### src/rtl/bitcoin_result_scan.sv
// Scans NUM_NONCES hash words from shared memory and reports the lowest word below target.
// Define BITCOIN_RESULT_SCAN_EARLY_EXIT_EN to stop at the first passing word instead.
module bitcoin_result_scan #(
   parameter int unsigned NUM_NONCES = 16
) (
   input  logic        clk,
   input  logic        reset_n,
   input  logic        start,
   input  logic [15:0] result_addr,
   input  logic [31:0] target,
   output logic        done,
   output logic        found,
   output logic [7:0]  nonce_out,
   output logic [31:0] hash_out,
   output logic        mem_clk,
   output logic        mem_we,
   output logic [15:0] mem_addr,
   output logic [31:0] mem_write_data,
   input  logic [31:0] mem_read_data
);

   typedef enum logic [1:0] {StIdle, StWait, StSample} state_e;

   localparam logic [7:0] LastIdx = 8'(NUM_NONCES - 1);

   state_e      state_q;
   logic [31:0] target_q;
   logic [7:0]  idx_q;
   logic        pass;
   logic        last;

   assign mem_clk        = clk;
   assign mem_we         = 1'b0;
   assign mem_write_data = 32'h0;

   assign pass = (mem_read_data < target_q);
   assign last = (idx_q == LastIdx);

   // hash_out doubles as the running best; it starts at all-ones so any passing word beats it.
   always_ff @(posedge clk or negedge reset_n) begin
      if (!reset_n) begin
         state_q   <= StIdle;
         done      <= 1'b1;
         found     <= 1'b0;
         nonce_out <= 8'h0;
         hash_out  <= 32'hFFFF_FFFF;
         mem_addr  <= 16'h0;
         idx_q     <= 8'h0;
         target_q  <= 32'h0;
      end else begin
         case (state_q)
            StIdle: begin
               if (start) begin
                  target_q  <= target;
                  mem_addr  <= result_addr;
                  idx_q     <= 8'h0;
                  hash_out  <= 32'hFFFF_FFFF;
                  nonce_out <= 8'h0;
                  found     <= 1'b0;
                  done      <= 1'b0;
                  state_q   <= StWait;
               end
            end
            StWait: begin
               state_q <= StSample;
            end
            StSample: begin
               // Strict compare keeps the earlier index on equal words.
               if (pass && (mem_read_data < hash_out)) begin
                  hash_out  <= mem_read_data;
                  nonce_out <= idx_q;
                  found     <= 1'b1;
               end
`ifdef BITCOIN_RESULT_SCAN_EARLY_EXIT_EN
               if (pass || last) begin
`else
               if (last) begin
`endif
                  done    <= 1'b1;
                  state_q <= StIdle;
               end else begin
                  idx_q    <= idx_q + 8'h1;
                  mem_addr <= mem_addr + 16'h1;
                  state_q  <= StWait;
               end
            end
            default: begin
               done    <= 1'b1;
               state_q <= StIdle;
            end
         endcase
      end
   end

endmodule

### config.mk
export PLATFORM = sky130hd
export DESIGN_NAME = bitcoin_result_scan
export DESIGN_NICKNAME = d
export VERILOG_FILES = /design/src/rtl/bitcoin_result_scan.sv
export SDC_FILE = /design/constraint.sdc
export NUM_CORES = 1
export LEC_CHECK = 0
export BUFFER_PORTS_ARGS = -buffer_cell sky130_fd_sc_hd__buf_2
export CORE_UTILIZATION = 30
export CTS_BUF_LIST = sky130_fd_sc_hd__clkbuf_4
export DETAILED_ROUTE_END_ITERATION = 7
export MAX_ROUTING_LAYER = met4
export PLACE_DENSITY = 0.49
export RECOVER_POWER = 100
export SYNTH_ARGS = -nofsm -noshare
export SYNTH_HDL_FRONTEND = slang
export SYNTH_SLANG_ARGS = --single-unit
### constraint.sdc
create_clock -name clk -period 2.76 [get_ports clk]
set_input_delay 0.138 -clock clk [delete_from_list [all_inputs] [get_ports clk]]
set_output_delay 0.138 -clock clk [all_outputs]
set_load 0.005 [all_outputs]
==> results of run 1 <==
registers in the layout (all words and copies together), names as in the netlist:
| signal | count |
|---|---|
| state_q | 2 |
| mem_addr | 16 |
| found | 1 |
| target_q | 32 |
| hash_out | 32 |
| nonce_out | 8 |
| idx_q | 8 |
| done | 1 |
worst min-delay path by stage:
| stage | start | endpoint | slack (ns) | depth (start not counted) |
|---|---|---|---|---|
| global placement | clk | mem_clk | 0.22 | 1 |
| finish | target[26] | target_q[26] | 0.27 | 4 |
| global route | target[7] | target_q[7] | 0.27 | 4 |
| CTS | reset_n | target_q[10] | 0.11 | 2 |
| floorplan | reset_n | found | -0.16 | 0 |
| detailed placement | clk | mem_clk | 0.22 | 1 |
metal layers:
layer  vias to the layer above  share of wire  wire (um)
met4                         0          0.018        297
met1                      2433           0.48       7720
met5                         -              0          0
met3                        16          0.038        623
met2                       115           0.47       7550
li1                       2638              -          -
cell usage after synthesis (2+ instances only):
cell type,count,area share
a211oi_1,2,0.0024
a21o_1,4,0.0048
a21oi_1,45,0.036
a22o_1,2,0.0028
a31oi_1,2,0.0020
a32oi_1,2,0.0028
and3_1,4,0.0040
buf_1,3,0.0018
buf_2,3,0.0024
buf_4,35,0.042
buf_6,3,0.0054
clkbuf_1,15,0.0091
dfrtp_1,67,0.27
dfstp_2,33,0.14
ha_1,64,0.13
inv_1,72,0.043
mux2_4,29,0.070
mux2i_1,10,0.016
nand2_1,112,0.068
nand2b_1,4,0.0040
nand3_1,13,0.010
nand4_1,10,0.010
nor2_1,31,0.019
nor2b_1,3,0.0030
nor3_1,3,0.0024
nor4_1,3,0.0030
o21ai_0,58,0.047
o22ai_1,5,0.0050
or2_2,2,0.0020
or3_1,3,0.0030
or4_1,2,0.0024
xnor2_1,5,0.0070
report_power, final:
part           switching, uW  total (uW)  internal, uW
clock network            542         900           358
registers                337        2480          2150
logic                   1750        3180          1420
stage by stage:
step                hold slack (ns)  setup slack (ns)  cells  cell area [um^2]   util
floorplan                    -0.158             0.357    702              6340      -
detailed placement            0.221            0.0611   1061              7100  0.350
finish                        0.272             0.121   1163              8040  0.396
global route                  0.268           0.00451   1163              8040  0.396
CTS                           0.108            0.0295   1162              8080  0.398
global placement              0.221            0.0987   1061              7100  0.350
logic make-up after synthesis:
group | after synthesis
AND/OR/NAND/NOR | 194
AO/OA/AOI/OAI | 135
buffers and inverters | 131
flip-flops | 100
adder cells (fa/ha/maj) | 64
multiplexers | 40
XOR/XNOR | 5
other | 1
timing repair:
action,4_1_cts,5_1_grt
hold endpoints to repair,131,0
hold buffers,82,0
setup buffers,0,0
endpoints found under the setup margin,0,17
resized for setup,0,4
area by class of cell:
| type | instances | area [um^2] |
|---|---|---|
| Inverter | 72 | 270 |
| Sequential cell | 100 | 2540 |
| Clock inverter | 4 | 41.3 |
| Timing Repair Buffer | 229 | 1550 |
| Tap cell | 270 | 338 |
| Fill cell | 2115 | 12300 |
| Multi-Input combinational cell | 471 | 3180 |
| Antenna cell | 1 | 2.50 |
| Clock buffer | 16 | 118 |
worst register-to-register path, cell delays in order, from the launching register on:
cell and delay [ns]:
dfstp_2 0.56, inv_1 0.05, ha_1 0.28, o21ai_1 0.12
a21oi_1 0.06, o311a_1 0.30, a2111oi_2 0.49, o221ai_4 0.18
buf_6 0.22, mux2_4 0.31
==> flow_summary.yaml, run 1 <==
critical_path:
  worstPathCellList: "inv_1, ha_1, o21ai_1, a21oi_1, o311a_1, a2111oi_2, o221ai_4, buf_6, mux2_4"
  slowest_delay_ns: 0.56
  r2r-start: "hash_out[1]"
  slowest_stage: "dfstp_2"
  worstSetupEndpoint: "hash_out[24]"
  critPathMaxFanout: 16
  path_delay_family: "compound AO/OA/AOI/OAI gates"
  worst_setup_path_end_kind: "flop"
  r2r_end: "hash_out[24]"
  worstSetupPathDepth: 9
  critical_path_required_ns: 3.29
  r2r_cells: 9
  ff2ff_setup_slack_ns: 0.12
  criticalPathCategory: "flop to flop"
  arrival_ns: 3.17
  startpoint: "hash_out[1]"
  cp-start-kind: "flop"
  cp_num_buf_inv: 2
global_route:
  grt_max_degree: 74
  top_usage_layer: "met2"
  grt_use_met3: 0.0226
  grt_overflow: 0
  grt_use_met2: 0.269
  grt_pass1_wl_mm: 26.7
  track_usage: 0.165
  antenna_found_initial: 1
  grtUsageMet1: 0.202
  grt_pass1_vias: 5341
yosys:
  syn_avg_cell_area_um2: 9.28
  ys_types: 53
  synth-simple-area-share: 0.136
  ys_seq_elements: 100
  synthAdderAreaFrac: 0.129
  synth_compound_area_frac: 0.125
  async_reset_ff_frac: 1.00
  synth_area_um2: 6220
  synthMuxAreaShare: 0.0880
  synthXorXnorAreaFrac: 0.00705
  yosysSeqAreaShare: 0.409
  synth_top_family_by_area: "simple AND/OR/NAND/NOR gates"
  ys_warn_count: 0
  synth_edf_count: 0
  syn_inst: 670
  synth_ff_type: "dfrtp_1"
placement:
  dpl.hpwl_mm: 11.2
  place_congestion: 0.778
  port_buffers: 141
finish:
  layout-drive-gt1-share: 0.215
  fin_nets: 1034
  final_common_cell: "buf_2"
  area_growth_pct: 29.4
  layout_common_cells: "buf_2 (113), nand2_1 (112), dlygate4sd3_1 (82)"
drt:
  ant_nets: 0
  vias: 5202
  post_drt_wl_per_cell_um: 13.9
  firstDrtPassIters: 4
  drt-total-wl_mm: 16.2
  drt_iter0_drc: 133
  drcViolationCount: 0
  detail_route.vias_per_cell: 4.47
pwr:
  power_uw: 6560
  leakage_uw: 0.00407
  powerDensity_nw_per_um2: 816
  max-vdd-ir-drop_v: 0.000396
clock_tree:
  clk_latency_ns: 0.60
  cts_tree: "done"
  path_clk_slew_ns: 0.16
timing:
  hold_viol_final: 0
  clock.fmax_mhz: 379
  post-route-min-period_ns: 2.64
  fin_skew_ns: 0.0237
  maxSlewHeadroom: 0.0458
  setup_tns_ns: 0
  timing.final.crit_share: 0.956
  worstMarginPinSlew_ns: 1.43
  setup_violations: 0
  final_max_slew_viol_count: 0
  rsz0062_at_grt: "false"
status:
  outcome: "completed"
floorplanning:
  core-area_um2: 20300
  fp.dieArea_um2: 21300
  ios: 175
  num_rows: 52
  die_h_um: 146
  initial_core_util: 0.306
  die_w_um: 146
worst_hold_path:
  min_path_type: "primary input to flop"
run:
  maxCapViolCount: 0
Power figures use the tool's default switching activity.
==> run 2: changes to the inputs <==
--- a/config.mk
+++ b/config.mk
@@ -6,6 +6,7 @@
 export NUM_CORES = 1
 export LEC_CHECK = 0
 export BUFFER_PORTS_ARGS = -buffer_cell sky130_fd_sc_hd__buf_2
+export CAP_MARGIN = 20
 export CORE_UTILIZATION = 30
 export CTS_BUF_LIST = sky130_fd_sc_hd__clkbuf_4
 export DETAILED_ROUTE_END_ITERATION = 7
==> constraint.sdc (replaced) <==
create_clock -name clk -period 2.7 [get_ports clk]
set_input_delay 0.135 -clock clk [delete_from_list [all_inputs] [get_ports clk]]
set_output_delay 0.135 -clock clk [all_outputs]
set_load 0.005 [all_outputs]
==> run 2 against run 1 <==
Net effect:
- sequential share of layout area shrank 1.1 points
- setup slack lost 0.066 ns
- wire length grew 1.3%
- critical endpoint is now hash_out[10]
==> flow_summary.yaml, run 2 (synthesized netlist as in run 1, its figures left out) <==
status:
  outcome: "completed"
critical_path:
  startpoint: "hash_out[11]"
  cp-start-kind: "flop"
  critical_path_required_ns: 3.22
  worst_setup_path_end_kind: "flop"
  critPathMaxFanout: 8
  ff2ff_setup_slack_ns: 0.05
  r2r-start: "hash_out[11]"
  arrival_ns: 3.17
  criticalPathCategory: "flop to flop"
placement:
  place_inst: 1066
  place_congestion: 0.779
  port_buffers: 141
  dp_slack_ns: 0.0327
  dpl.hpwl_mm: 11.5
timing:
  timing.final.crit_share: 0.980
  maxSlewHeadroom: 0.0311
  final_max_slew_viol_count: 0
  hold_viol_final: 0
  fin_skew_ns: 0.0282
  setup_tns_ns: 0
  setup_ws_ns: 0.0543
  worstMarginPinSlew_ns: 1.45
  clock.fmax_mhz: 378
  post-route-min-period_ns: 2.65
  setup_violations: 0
finish:
  layout_common_cells: "buf_2 (124), nand2_1 (112), dlygate4sd3_1 (82)"
  area_growth_pct: 33.9
  layout-drive-gt1-share: 0.258
  finalNonFillerCells: 1175
  largestRegisters: "hash_out x32, target_q x32, mem_addr x16"
  final_core_util: 0.410
  final_common_cell: "buf_2"
  fin_nets: 1045
floorplanning:
  initial_core_util: 0.306
  num_rows: 52
  die_w_um: 146
  ios: 175
  core-area_um2: 20300
  fp.dieArea_um2: 21300
  die_h_um: 146
global_route:
  grtUsageMet1: 0.208
  grt_use_met2: 0.251
  grt_pass1_wl_mm: 26.1
  grt_pass1_vias: 5101
  grt_overflow: 0
  track_usage: 0.162
  top_usage_layer: "met2"
  grt_use_met3: 0.0251
  grt_max_degree: 58
  antenna_found_initial: 1
worst_hold_path:
  min_path_type: "primary input to flop"
  worstHoldStart: "target[6]"
drt:
  drcViolationCount: 0
  drt-total-wl_mm: 16.4
  ant_nets: 0
  post_drt_wl_per_cell_um: 14.0
  detail_route.vias_per_cell: 4.41
  firstDrtPassIters: 6
  vias: 5185
  drt_iter0_drc: 120
pwr:
  power_uw: 7150
  powerDensity_nw_per_um2: 859
  max-vdd-ir-drop_v: 0.000365
  leakage_uw: 0.00421
run:
  maxCapViolCount: 0
clock_tree:
  clk_latency_ns: 0.58
  path_clk_slew_ns: 0.17
  cts_tree: "done"
==> run 2: final timing paths <==
path / endpoint / depth (start not counted)
worst max-delay path: hash_out[10] / 9
worst min-delay path: target_q[6] / 4
worst min register to register: found / 2
max in group asynchronous: idx_q[1] / 3
worst max register to register: hash_out[10] / 9
min in group asynchronous: target_q[22] / 2
==> run 2: per-layer routing <==
layer | part of all wire | vias to the layer above
li1 | - | 2653
met1 | 0.49 | 2406
met2 | 0.46 | 110
met3 | 0.037 | 16
met4 | 0.017 | 0
met5 | 0 | -
==> run 2: critical path, cell delays in order (launching register included) <==
cell and delay (ns):
dfstp_2 0.56, inv_1 0.05, ha_1 0.30, a21oi_1 0.14, o21ai_0 0.09, nor2b_1 0.16, a2111oi_4 0.42, o221ai_4 0.31
clkbuf_16 0.27, mux2_4 0.29
==> run 2: what timing repair did <==
action | in CTS | in global routing
resized for setup | 2 | 14
gates cloned | 0 | 2
hold buffers | 82 | 0
setup buffers | 0 | 4
endpoints found under the setup margin | 4 | 11
pin swaps | 0 | 10
hold endpoints to repair | 122 | 0
==> run 2: area by class of cell <==
| type | instances | area, um^2 |
|---|---|---|
| diodes | 2 | 5.00 |
| well taps | 270 | 338 |
| repair buffers | 240 | 1700 |
| clock buffers | 15 | 110 |
| fillers | 2117 | 12000 |
| multi-input cells | 471 | 3260 |
| clock inverters | 5 | 101 |
| flip-flops and latches | 100 | 2540 |
| inverters | 72 | 270 |
==> run 2: through the flow <==
stage | area, um^2 | hold WS, ns
after global placement | 7160 | 0.218
after CTS | 8210 | 0.127
after floorplan | 6340 | -0.161
after detailed placement | 7160 | 0.218
after global routing | 8330 | 0.252
final | 8330 | 0.273
==> run 2: where the power goes <==
| group | leakage, uW | total (uW) | internal [uW] | switching, uW |
|---|---|---|---|---|
| logic | 0.00292 | 3490 | 1620 | 1870 |
| clock network | 0.000112 | 1100 | 546 | 553 |
| registers | 0.00118 | 2570 | 2210 | 354 |
| total | 0.00421 | 7150 | 4380 | 2780 |
